$ cat config.mk
export PLATFORM = sky130hd
export DESIGN_NAME = multicycle_control_fsm
export DESIGN_NICKNAME = d
export VERILOG_FILES = /design/src/rtl/cpu_ctrl_pkg.sv /design/src/rtl/alu_op_decoder.sv /design/src/rtl/multicycle_control_fsm.sv
export SDC_FILE = /design/constraint.sdc
export NUM_CORES = 1
export LEC_CHECK = 0
export ABC_AREA = 1
export CORE_AREA = 3 3 40 42
export CTS_CLUSTER_SIZE = 10
export DETAILED_ROUTE_END_ITERATION = 10
export DIE_AREA = 0 0 43 45
export PLACE_DENSITY = 0.69
export SYNTH_ARGS = -nofsm -noshare
export SYNTH_HDL_FRONTEND = slang
export SYNTH_SLANG_ARGS = --single-unit
export TNS_END_PERCENT = 5
$ cat constraint.sdc
create_clock -name clk -period 1.7 [get_ports clk]
set_input_delay 0.425 -clock clk [delete_from_list [all_inputs] [get_ports clk]]
set_output_delay 0.425 -clock clk [all_outputs]
set_load 0.02 [all_outputs]
$ cat src/rtl/cpu_ctrl_pkg.sv
// Shared definitions for the multi-cycle CPU controller.
//   - opcode values of the 16-bit RISC ISA (Instruction[2:0])
//   - ALUControl and ALUSrcB codes as seen by the datapath
//   - controller state encoding (exported on the debug 'state' port)
//   - instruction-class helper used by the DECODE branch
package cpu_ctrl_pkg;

    localparam int CPU_OPCODE_W = 3;
    localparam int CPU_STATE_W  = 4;

    // Opcodes
    localparam logic [2:0] OP_ADD = 3'b000;
    localparam logic [2:0] OP_SUB = 3'b001;
    localparam logic [2:0] OP_AND = 3'b010;
    localparam logic [2:0] OP_OR  = 3'b011;
    localparam logic [2:0] OP_LW  = 3'b100;
    localparam logic [2:0] OP_SW  = 3'b101;
    localparam logic [2:0] OP_BEQ = 3'b110;
    localparam logic [2:0] OP_BGT = 3'b111;

    // ALUControl codes
    localparam logic [1:0] ALUC_ADD = 2'b00;
    localparam logic [1:0] ALUC_SUB = 2'b01;
    localparam logic [1:0] ALUC_AND = 2'b10;
    localparam logic [1:0] ALUC_OR  = 2'b11;

    // ALUSrcB codes
    localparam logic [1:0] SRCB_REGB  = 2'b00;
    localparam logic [1:0] SRCB_ONE   = 2'b01;
    localparam logic [1:0] SRCB_IMM_L = 2'b10; // imm7 = Instr[15:9]
    localparam logic [1:0] SRCB_IMM_S = 2'b11; // imm7 = {Instr[15:12], Instr[5:3]}

    // Controller states; codes 11..15 are unused and recover to IDLE.
    typedef enum logic [3:0] {
        S_IDLE   = 4'd0,
        S_FETCH  = 4'd1,
        S_LOADIR = 4'd2,
        S_DECODE = 4'd3,
        S_EXEC_R = 4'd4,
        S_WB_R   = 4'd5,
        S_ADDR_L = 4'd6,
        S_WB_L   = 4'd7,
        S_ADDR_S = 4'd8,
        S_MEM_WR = 4'd9,
        S_BRANCH = 4'd10
    } state_t;

    // What the ALU is being asked to do in the current state.
    typedef enum logic [1:0] {
        ALU_CLS_ADD   = 2'd0, // address / PC arithmetic
        ALU_CLS_FUNCT = 2'd1, // R-type: operation comes from the opcode
        ALU_CLS_SUB   = 2'd2  // branch compare
    } alu_cls_t;

    typedef enum logic [1:0] {
        INSTR_R  = 2'd0,
        INSTR_LW = 2'd1,
        INSTR_SW = 2'd2,
        INSTR_BR = 2'd3
    } instr_cls_t;

    function automatic instr_cls_t op_class(input logic [2:0] op);
        instr_cls_t cls;
        case (op)
            OP_ADD, OP_SUB, OP_AND, OP_OR: cls = INSTR_R;
            OP_LW:                         cls = INSTR_LW;
            OP_SW:                         cls = INSTR_SW;
            OP_BEQ, OP_BGT:                cls = INSTR_BR;
            default:                       cls = INSTR_R;
        endcase
        return cls;
    endfunction

endpackage

$ cat src/rtl/alu_op_decoder.sv
// ALU operation decoder.
//   funct       in  2  opcode[1:0] of the current instruction
//   cls         in     ALU usage class of the current controller state
//   alu_control out 2  ALUControl to the datapath
// R-type execution passes the opcode's low bits straight through, so a change
// of opcode while in EXEC_R is reflected in the same cycle.
module alu_op_decoder
    import cpu_ctrl_pkg::*;
(
    input  logic [1:0] funct,
    input  alu_cls_t   cls,
    output logic [1:0] alu_control
);

    always_comb begin
        alu_control = ALUC_ADD;
        case (cls)
            ALU_CLS_SUB: alu_control = ALUC_SUB;
            ALU_CLS_FUNCT: begin
                case (funct)
                    2'b00:   alu_control = ALUC_ADD;
                    2'b01:   alu_control = ALUC_SUB;
                    2'b10:   alu_control = ALUC_AND;
                    default: alu_control = ALUC_OR;
                endcase
            end
            default: alu_control = ALUC_ADD;
        endcase
    end

endmodule

$ cat src/rtl/multicycle_control_fsm.sv
// Multi-cycle main controller for the 16-bit RISC datapath.
// Sequences fetch / decode / execute / memory / writeback and drives every
// datapath control strobe each cycle. Outputs are a function of the state
// only, except ALUControl in EXEC_R and z/g in BRANCH, which follow the opcode.
//   clk, rst      clock, synchronous active-high reset
//   start         leave IDLE and begin fetching (ignored elsewhere)
//   opcode        Instruction[2:0] from IR
//   PCSrc..MemWrite  datapath control strobes
//   busy          high in every state except IDLE
//   instr_done    one-cycle pulse in the last state of each instruction
//   state         current state code (debug)
// Valid/ready: there is no handshake; start is a level sampled only in IDLE.
module multicycle_control_fsm
    import cpu_ctrl_pkg::*;
#(
    parameter int OPCODE_W = CPU_OPCODE_W,
    parameter int STATE_W  = CPU_STATE_W
) (
    input  logic                clk,
    input  logic                rst,
    input  logic                start,
    input  logic [OPCODE_W-1:0] opcode,
    output logic                PCSrc,
    output logic                PC_write,
    output logic                IPR_enable,
    output logic                IR_enable,
    output logic                IM_sel,
    output logic                RegWrite,
    output logic                z,
    output logic                g,
    output logic                ALUSrcA,
    output logic [1:0]          ALUSrcB,
    output logic [1:0]          ALUControl,
    output logic                MemtoReg,
    output logic                MemWrite,
    output logic                busy,
    output logic                instr_done,
    output logic [STATE_W-1:0]  state
);

    state_t   state_q, state_d;
    alu_cls_t alu_cls;

    always_ff @(posedge clk) begin
        if (rst) begin
            state_q <= S_IDLE;
        end else begin
            state_q <= state_d;
        end
    end

    always_comb begin
        state_d    = state_q;
        PCSrc      = 1'b0;
        PC_write   = 1'b0;
        IPR_enable = 1'b0;
        IR_enable  = 1'b0;
        RegWrite   = 1'b0;
        z          = 1'b0;
        g          = 1'b0;
        ALUSrcA    = 1'b0;
        ALUSrcB    = SRCB_REGB;
        alu_cls    = ALU_CLS_ADD;
        MemtoReg   = 1'b0;
        MemWrite   = 1'b0;
        instr_done = 1'b0;

        case (state_q)
            S_IDLE: begin
                if (start) state_d = S_FETCH;
            end
            S_FETCH: begin
                // PC <= PC + 1 while the prefetch register captures IMEM[PC]
                IPR_enable = 1'b1;
                ALUSrcB    = SRCB_ONE;
                PC_write   = 1'b1;
                state_d    = S_LOADIR;
            end
            S_LOADIR: begin
                IR_enable = 1'b1;
                state_d   = S_DECODE;
            end
            S_DECODE: begin
                case (op_class(opcode[2:0]))
                    INSTR_LW: state_d = S_ADDR_L;
                    INSTR_SW: state_d = S_ADDR_S;
                    INSTR_BR: state_d = S_BRANCH;
                    default:  state_d = S_EXEC_R;
                endcase
            end
            S_EXEC_R: begin
                ALUSrcA = 1'b1;
                ALUSrcB = SRCB_REGB;
                alu_cls = ALU_CLS_FUNCT;
                state_d = S_WB_R;
            end
            S_WB_R: begin
                RegWrite   = 1'b1;
                instr_done = 1'b1;
                state_d    = S_FETCH;
            end
            S_ADDR_L: begin
                ALUSrcA = 1'b1;
                ALUSrcB = SRCB_IMM_L;
                state_d = S_WB_L;
            end
            S_WB_L: begin
                RegWrite   = 1'b1;
                MemtoReg   = 1'b1;
                instr_done = 1'b1;
                state_d    = S_FETCH;
            end
            S_ADDR_S: begin
                ALUSrcA = 1'b1;
                ALUSrcB = SRCB_IMM_S;
                state_d = S_MEM_WR;
            end
            S_MEM_WR: begin
                MemWrite   = 1'b1;
                instr_done = 1'b1;
                state_d    = S_FETCH;
            end
            S_BRANCH: begin
                // Compare regA - regB; the datapath loads the target into PC
                // only when the enabled flag is set, so PC_write stays low.
                ALUSrcA    = 1'b1;
                ALUSrcB    = SRCB_REGB;
                alu_cls    = ALU_CLS_SUB;
                PCSrc      = 1'b1;
                z          = ~opcode[0];
                g          = opcode[0];
                instr_done = 1'b1;
                state_d    = S_FETCH;
            end
            default: state_d = S_IDLE;
        endcase
    end

    alu_op_decoder u_alu_op_decoder (
        .funct       (opcode[1:0]),
        .cls         (alu_cls),
        .alu_control (ALUControl)
    );

    assign IM_sel = 1'b0;
    assign busy   = (state_q != S_IDLE);
    assign state  = state_q;

endmodule
==> summary.md, run 1 <==
| Metric | Value |
|---|---|
| Synth area leader | dfxtp_1 |
| YS warnings | 0 |
| Mapped Area | 390 µm² |
| DR vias/cell | 4.37 |
| Top Ports | 27 |
| Largest cells by area after synthesis | dfxtp_1, inv_1, nand2_1, nor2_1, nor2_2 |
| Data arrival, critical path | 1370 ps |
| Die W | 43 µm |
| Yosys top cell area share | 20.5% |
| Non-Filler Instances | 131 |
| CP required | 1270 ps |
| Setup Skew | 1.20 ps |
| Worst vdd ir | 0.473 mV |
| Largest net degree at the start of global routing | 5 |
| Reg clk slew, reported paths | 40 ps |
| CTS HTree Levels | 1 |
| Fin. max-slew vios | 0 |
| Layout cell share with drive strength beyond 1 | 53.4% |
| Synth Instances | 70 |
| Core area | 1280 µm² |
| Avg Inst Size Synth | 5.58 µm² |
| Clock sink total | 4 |
| Pwr/cell area | 758 nW/µm² |
| Die Area | 1940 µm² |
| Max Cap Viol | 0 |
| Sequential area share after synthesis | 20.5% |
| DP Worst Slack | -447 ps |
| GRT Util Overall | 13.8% |
| RR Endpoint | state[0]$_SDFFE_PP0P_ |
| GRT overflow | 0 |
| Number of antenna violations at the first check in global routing | 0 |
| TritonCTS Buffers | 3 |
| Final worst-path setup slack | -97.3 ps |
| Max reg flops | 4 |
| Detailed Route Iter0 Violations | 12 |
| Final setup TNS | -236 ps |
| Hold path start | rst |
| Site row count | 13 |
| R2R depth | 8 |
| Final Wtd Congestion | 0.771 |
| Hold/Removal Path Class | in -> reg |
| First-pass GRT wire length | 2070 µm |
| Post-synth EDFFs | 0 |
| Run status | finished with violations |
| Area grow syn2layout | 120% |
| Dpl hpwl | 1060 µm |
| Synth Flop Type | dfxtp_1 |
| Final #Nets | 126 |
| Critical Path Source | state[1]$_SDFFE_PP0P_ |
| Initial Util | 30.4% |
| Number of global-route vias before repair | 511 |
| Pleak | 0.508 nW |
| Synth Register Bits | 4 |
| CTS tree | done |
| Failing checks | negative setup slack |
| Final ANT Viol Nets | 0 |
| Most frequent cell after synthesis | inv_1 |
| Crit Reg-Reg Startpoint | state[2]$_SDFFE_PP0P_ |
| Clock Tree Root | clkbuf_4 |
| Port bufs | 25 |
| Startpoint Class | register |
| Post-synth net total | 78 |
| DRT Pass-1 Iters | 4 |
| Hold buffer count at cts | 0 |
| RSZ-0062 raised after global routing | yes |
| Register-to-register path setup slack | 450 ps |
| Final setup vio count | 4 |
| Cells after DPL | 126 |
| Post-route design area | 860 µm² |
| Drt total wl | 1310 µm |
| CTS max path bufs | 2 |
| Skew-Pair Late Insertion Delay | 230 ps |
| Crit path to | ALUControl[1] |
| Setup crit end kind | output pin |
| Post-route total power | 0.651 mW |
| Kind of critical path | reg -> out |
| FMAX | 0.556 GHz |
| Routed wire length per instance | 10.0 µm |
| Yosys cell types | 15 |
| Die height | 45 µm |
| Crit share post-route | 106% |
| Minimum clock period | 1800 ps |
| # fillers | 124 |
| Drc violations | 0 |
| Final Hold Viols | 0 |
| Post-placement cell area | 788 µm² |
| Post-synth ARST share | 0% |
| Crit-path max FO | 3 |
| Commonest cells in the netlist | inv_1, nand2_1, nor2_1, nor2_2 |
| Antenna Cells | 0 |
| Via count | 573 |
how the worst min path moves through the flow:
| stage | to | cells after the start |
|---|---|---|
| after floorplan | state[1]$_SDFFE_PP0P_ | 1 |
| final | state[1]$_SDFFE_PP0P_ | 2 |
| after CTS | state[1]$_SDFFE_PP0P_ | 2 |
| after detailed placement | state[2]$_SDFFE_PP0P_ | 5 |
| after global placement | state[2]$_SDFFE_PP0P_ | 5 |
| after global routing | state[1]$_SDFFE_PP0P_ | 2 |
cells in the final DEF (no fill, tap or decap), drive strengths merged:
cell	count
buf	34
nor2	17
inv	16
nand2	15
clkdlybuf4s50	5
o21ai	4
clkbuf	4
dfxtp	4
nand3	3
dlygate4sd2	3
a21oi	3
ha	2
nor3	1
o21bai	1
a31oi	1
conb	1
clkdlybuf4s15	1
dlymetal6s2s	1
power by group:
part	switching [mW]	internal, mW
combinational	0.217	0.182
clock	0.0334	0.0786
sequential	0.0244	0.115
per-layer routing:
| metal | vias up | global-route usage, % | share of wire (%) |
|---|---|---|---|
| li1 | 306 | - | - |
| met4 | 0 | 5.42 | 0 |
| met5 | - | 0 | 0 |
| met1 | 254 | 18.5 | 46 |
| met2 | 13 | 22.8 | 49 |
| met3 | 0 | 1.59 | 4.5 |
critical path, stage by stage, from the launching register on:
cell and delay [ps]:
dfxtp_4 350, nor2_4 120, inv_2 60, nor2_4 110
buf_6 100, ha_4 200, nor2_4 100, buf_6 120
cell families (layout without fill, tap and decap cells):
kind of cell	Yosys count	count (layout)	synth area share (%)
simple gates	36	36	40.4
buf+inv	18	64	19.2
compound gates	9	9	12.5
flops	4	4	20.5
fa+ha+maj	2	2	6.41
other cells	1	1	0.961
layout make-up:
class | count | area [µm²] | share of cell area [%]
timing repair buffer | 45 | 369 | 42.9
tap | 15 | 18.8 | 2.18
multi-input combinational | 48 | 299 | 34.8
inverter | 16 | 60.1 | 6.99
sequential | 4 | 90.1 | 10.5
clock buffer | 3 | 22.5 | 2.62
repair_timing:
item                       CTS  global route
setup buffers                0             2
gates resized for setup     61            38
pin swaps                    0             5
setup endpoints to repair   19            14
per-stage QoR:
step | hold WS, ps | utilization [%]
3_5_place_dp | 761 | 61.3
2_1_floorplan | 487 | -
4_1_cts | 767 | 59.7
6_report | 772 | 66.9
5_1_grt | 799 | 66.9
3_3_place_gp | 749 | 61.3
(Power assumes the default switching activity.)
==> run 2: changes to the inputs <==
ABC_AREA = default   (was 1)
PLACE_DENSITY = 0.72   (was 0.69)
==> run 2 against run 1 <==
Against the previous run: the flow still finishes with violations (negative setup slack); count of clock-buffer cells in the layout is 1 higher; clock skew is 7.3 ps higher; synthesized area rose by 9.9%; utilization increased by 0.97 points; critical path depth decreased by 2; critical path type unchanged; critical endpoint is now ALUControl[0]; largest cell class is now multi-input gates; largest power group unchanged.
==> summary.md, run 2 <==
| Metric | Value |
|---|---|
| FMAX | 0.525 GHz |
| Initial Util | 33.4% |
| Mapped Area | 429 µm² |
| GRT Util Overall | 15.5% |
| Avg Inst Size Synth | 6.92 µm² |
| CTS max path bufs | 2 |
| Number of global-route vias before repair | 553 |
| Synth Flop Type | dfxtp_1 |
| First-pass GRT wire length | 2280 µm |
| Sequential area share after synthesis | 18.7% |
| Area grow syn2layout | 103% |
| Layout cell share with drive strength beyond 1 | 56.0% |
| Die height | 45 µm |
| Hold_ws | 574 ps |
| Final ANT Viol Nets | 0 |
| Number of antenna violations at the first check in global routing | 0 |
| GRT overflow | 0 |
| Via count | 542 |
| R2R depth | 5 |
| Largest net degree at the start of global routing | 17 |
| RSZ-0062 raised after global routing | yes |
| Final Hold Viols | 0 |
| Synth area leader | dfxtp_1 |
| Commonest cells in the netlist | nor2_1, nand2_1 |
| DRT Pass-1 Iters | 4 |
| Detailed Route Iter0 Violations | 2 |
| Data arrival, critical path | 1480 ps |
| Port bufs | 25 |
| Final setup vio count | 4 |
| Hold/Removal Path Class | reg -> reg |
| TritonCTS Buffers | 3 |
| Post-placement cell area | 850 µm² |
| Synth Instances | 62 |
| DR vias/cell | 4.71 |
| Pleak | 0.409 nW |
| Drt total wl | 1350 µm |
| Multi-input gate area | 393 µm² |
| Post-route total power | 0.435 mW |
| Reg clk slew, reported paths | 50 ps |
| Largest cells by area after synthesis | dfxtp_1, nor2_1, ha_1, a21oi_1, buf_2 |
| Clock Tree Root | clkbuf_4 |
| Crit share post-route | 112% |
| Final Wtd Congestion | 0.750 |
| Fin. max-slew vios | 0 |
| Crit-path max FO | 3 |
| Dpl hpwl | 1070 µm |
| Post-synth EDFFs | 0 |
| CTS tree | done |
| Postcts setup bufs | 0 |
| Drc violations | 0 |
| Most common cell after layout, fill and taps aside | buf_4 |
| Setup Skew | 8.49 ps |
| Clock sink total | 4 |
| Core area | 1280 µm² |
| Skew-Pair Late Insertion Delay | 240 ps |
| CTS HTree Levels | 1 |
| Worst vdd ir | 0.402 mV |
| DP Worst Slack | -489 ps |
| Max reg flops | 4 |
| Most frequent cell after synthesis | nor2_1 |
| Pwr/cell area | 499 nW/µm² |
| Minimum clock period | 1900 ps |
| Startpoint Class | register |
| Most frequent cells in the layout | buf_4, buf_6, clkdlybuf4s50_1 |
| Synth Register Bits | 4 |
| Yosys cell types | 29 |
| Hold buffer count at cts | 0 |
| Run status | finished with violations |
| Failing checks | negative setup slack |
| Max Cap Viol | 0 |
| Yosys top cell area share | 18.7% |
| Setup crit end kind | output pin |
| # fillers | 123 |
| Site row count | 13 |
| Post-synth ARST share | 0% |
| Antenna Cells | 0 |
| Top Ports | 27 |
| WHS Path Cells | 2 |
| Post-route design area | 872 µm² |
| Final worst-path setup slack | -203 ps |
| Die Area | 1940 µm² |
| Post-synth net total | 70 |
| Final #Nets | 109 |
| CP required | 1270 ps |
| Die W | 43 µm |
| Seq. cell area | 87.6 µm² |
| Kind of critical path | reg -> out |
| YS warnings | 0 |
| Routed wire length per instance | 11.7 µm |
[run 2: final cells by class]
class	count	share of cell area [%]
sequential	4	10.0
timing repair buffer	41	38.3
clock buffer	4	3.01
tap	15	2.15
inverter	2	1.43
multi-input combinational	49	45.1
[run 2: path summary, 6_finish.rpt]
path	from	to	slack, ps
worst max-delay path	state[0]$_SDFFE_PP0P_	ALUControl[0]	-200
worst min-delay path	state[2]$_SDFFE_PP0P_	state[3]$_SDFFE_PP0P_	570
worst max register to register	state[1]$_SDFFE_PP0P_	state[0]$_SDFFE_PP0P_	480
worst min register to register	state[2]$_SDFFE_PP0P_	state[3]$_SDFFE_PP0P_	570
[run 2: kinds of logic after synthesis]
logic type	share of synthesized area, %
compound gates	15.7
xor+xnor	4.08
fa+ha+maj	5.83
buf+inv	12.5
flops	18.7
other cells	0.874
simple gates	42.3
[run 2: power breakdown]
group          total (mW)  internal [mW]  switching, mW
logic               0.193         0.0903          0.102
registers           0.111          0.102        0.00914
clock network       0.131         0.0883         0.0428
total               0.435          0.281          0.154
[run 2: metrics by stage]
stage	utilization, %	cells	setup TNS [ps]
3_5_place_dp	66.1	111	-4350
2_1_floorplan	-	62	-51.0
6_report	67.9	115	-552
5_1_grt	67.9	115	-966
3_3_place_gp	66.1	111	-4140
4_1_cts	67.3	115	-743
[run 2: routing by layer]
layer  vias up  global-route usage [%]  share of wire [%]
met3         0                    2.39                4.8
met4         0                    7.23                  0
li1        279                       -                  -
met5         -                       0                  0
met2        12                    29.3                 55
met1       251                    16.8                 40
[run 2: what timing repair did]
action | in CTS | in global routing
setup endpoints to repair | 20 | 15
resized for setup | 82 | 16
pin swaps | 4 | 1
[run 2: worst max-delay path: stages (launching register included)]
cell	delay [ps]
dfxtp_4	350
nand2b_4	140
or2_4	260
ha_4	270
nor2_4	100
buf_6	120
==> run 3: changes to the inputs <==
MAX_ROUTING_LAYER = met4   (was default)
==> results of run 3 <==
The final DEF is identical to that of run 2; final timing and power are the same.
Among the figures that moved: final weighted congestion in routability-driven placement 0.750 -> 0.760; overall routing resource usage 15.5% -> 15.9%
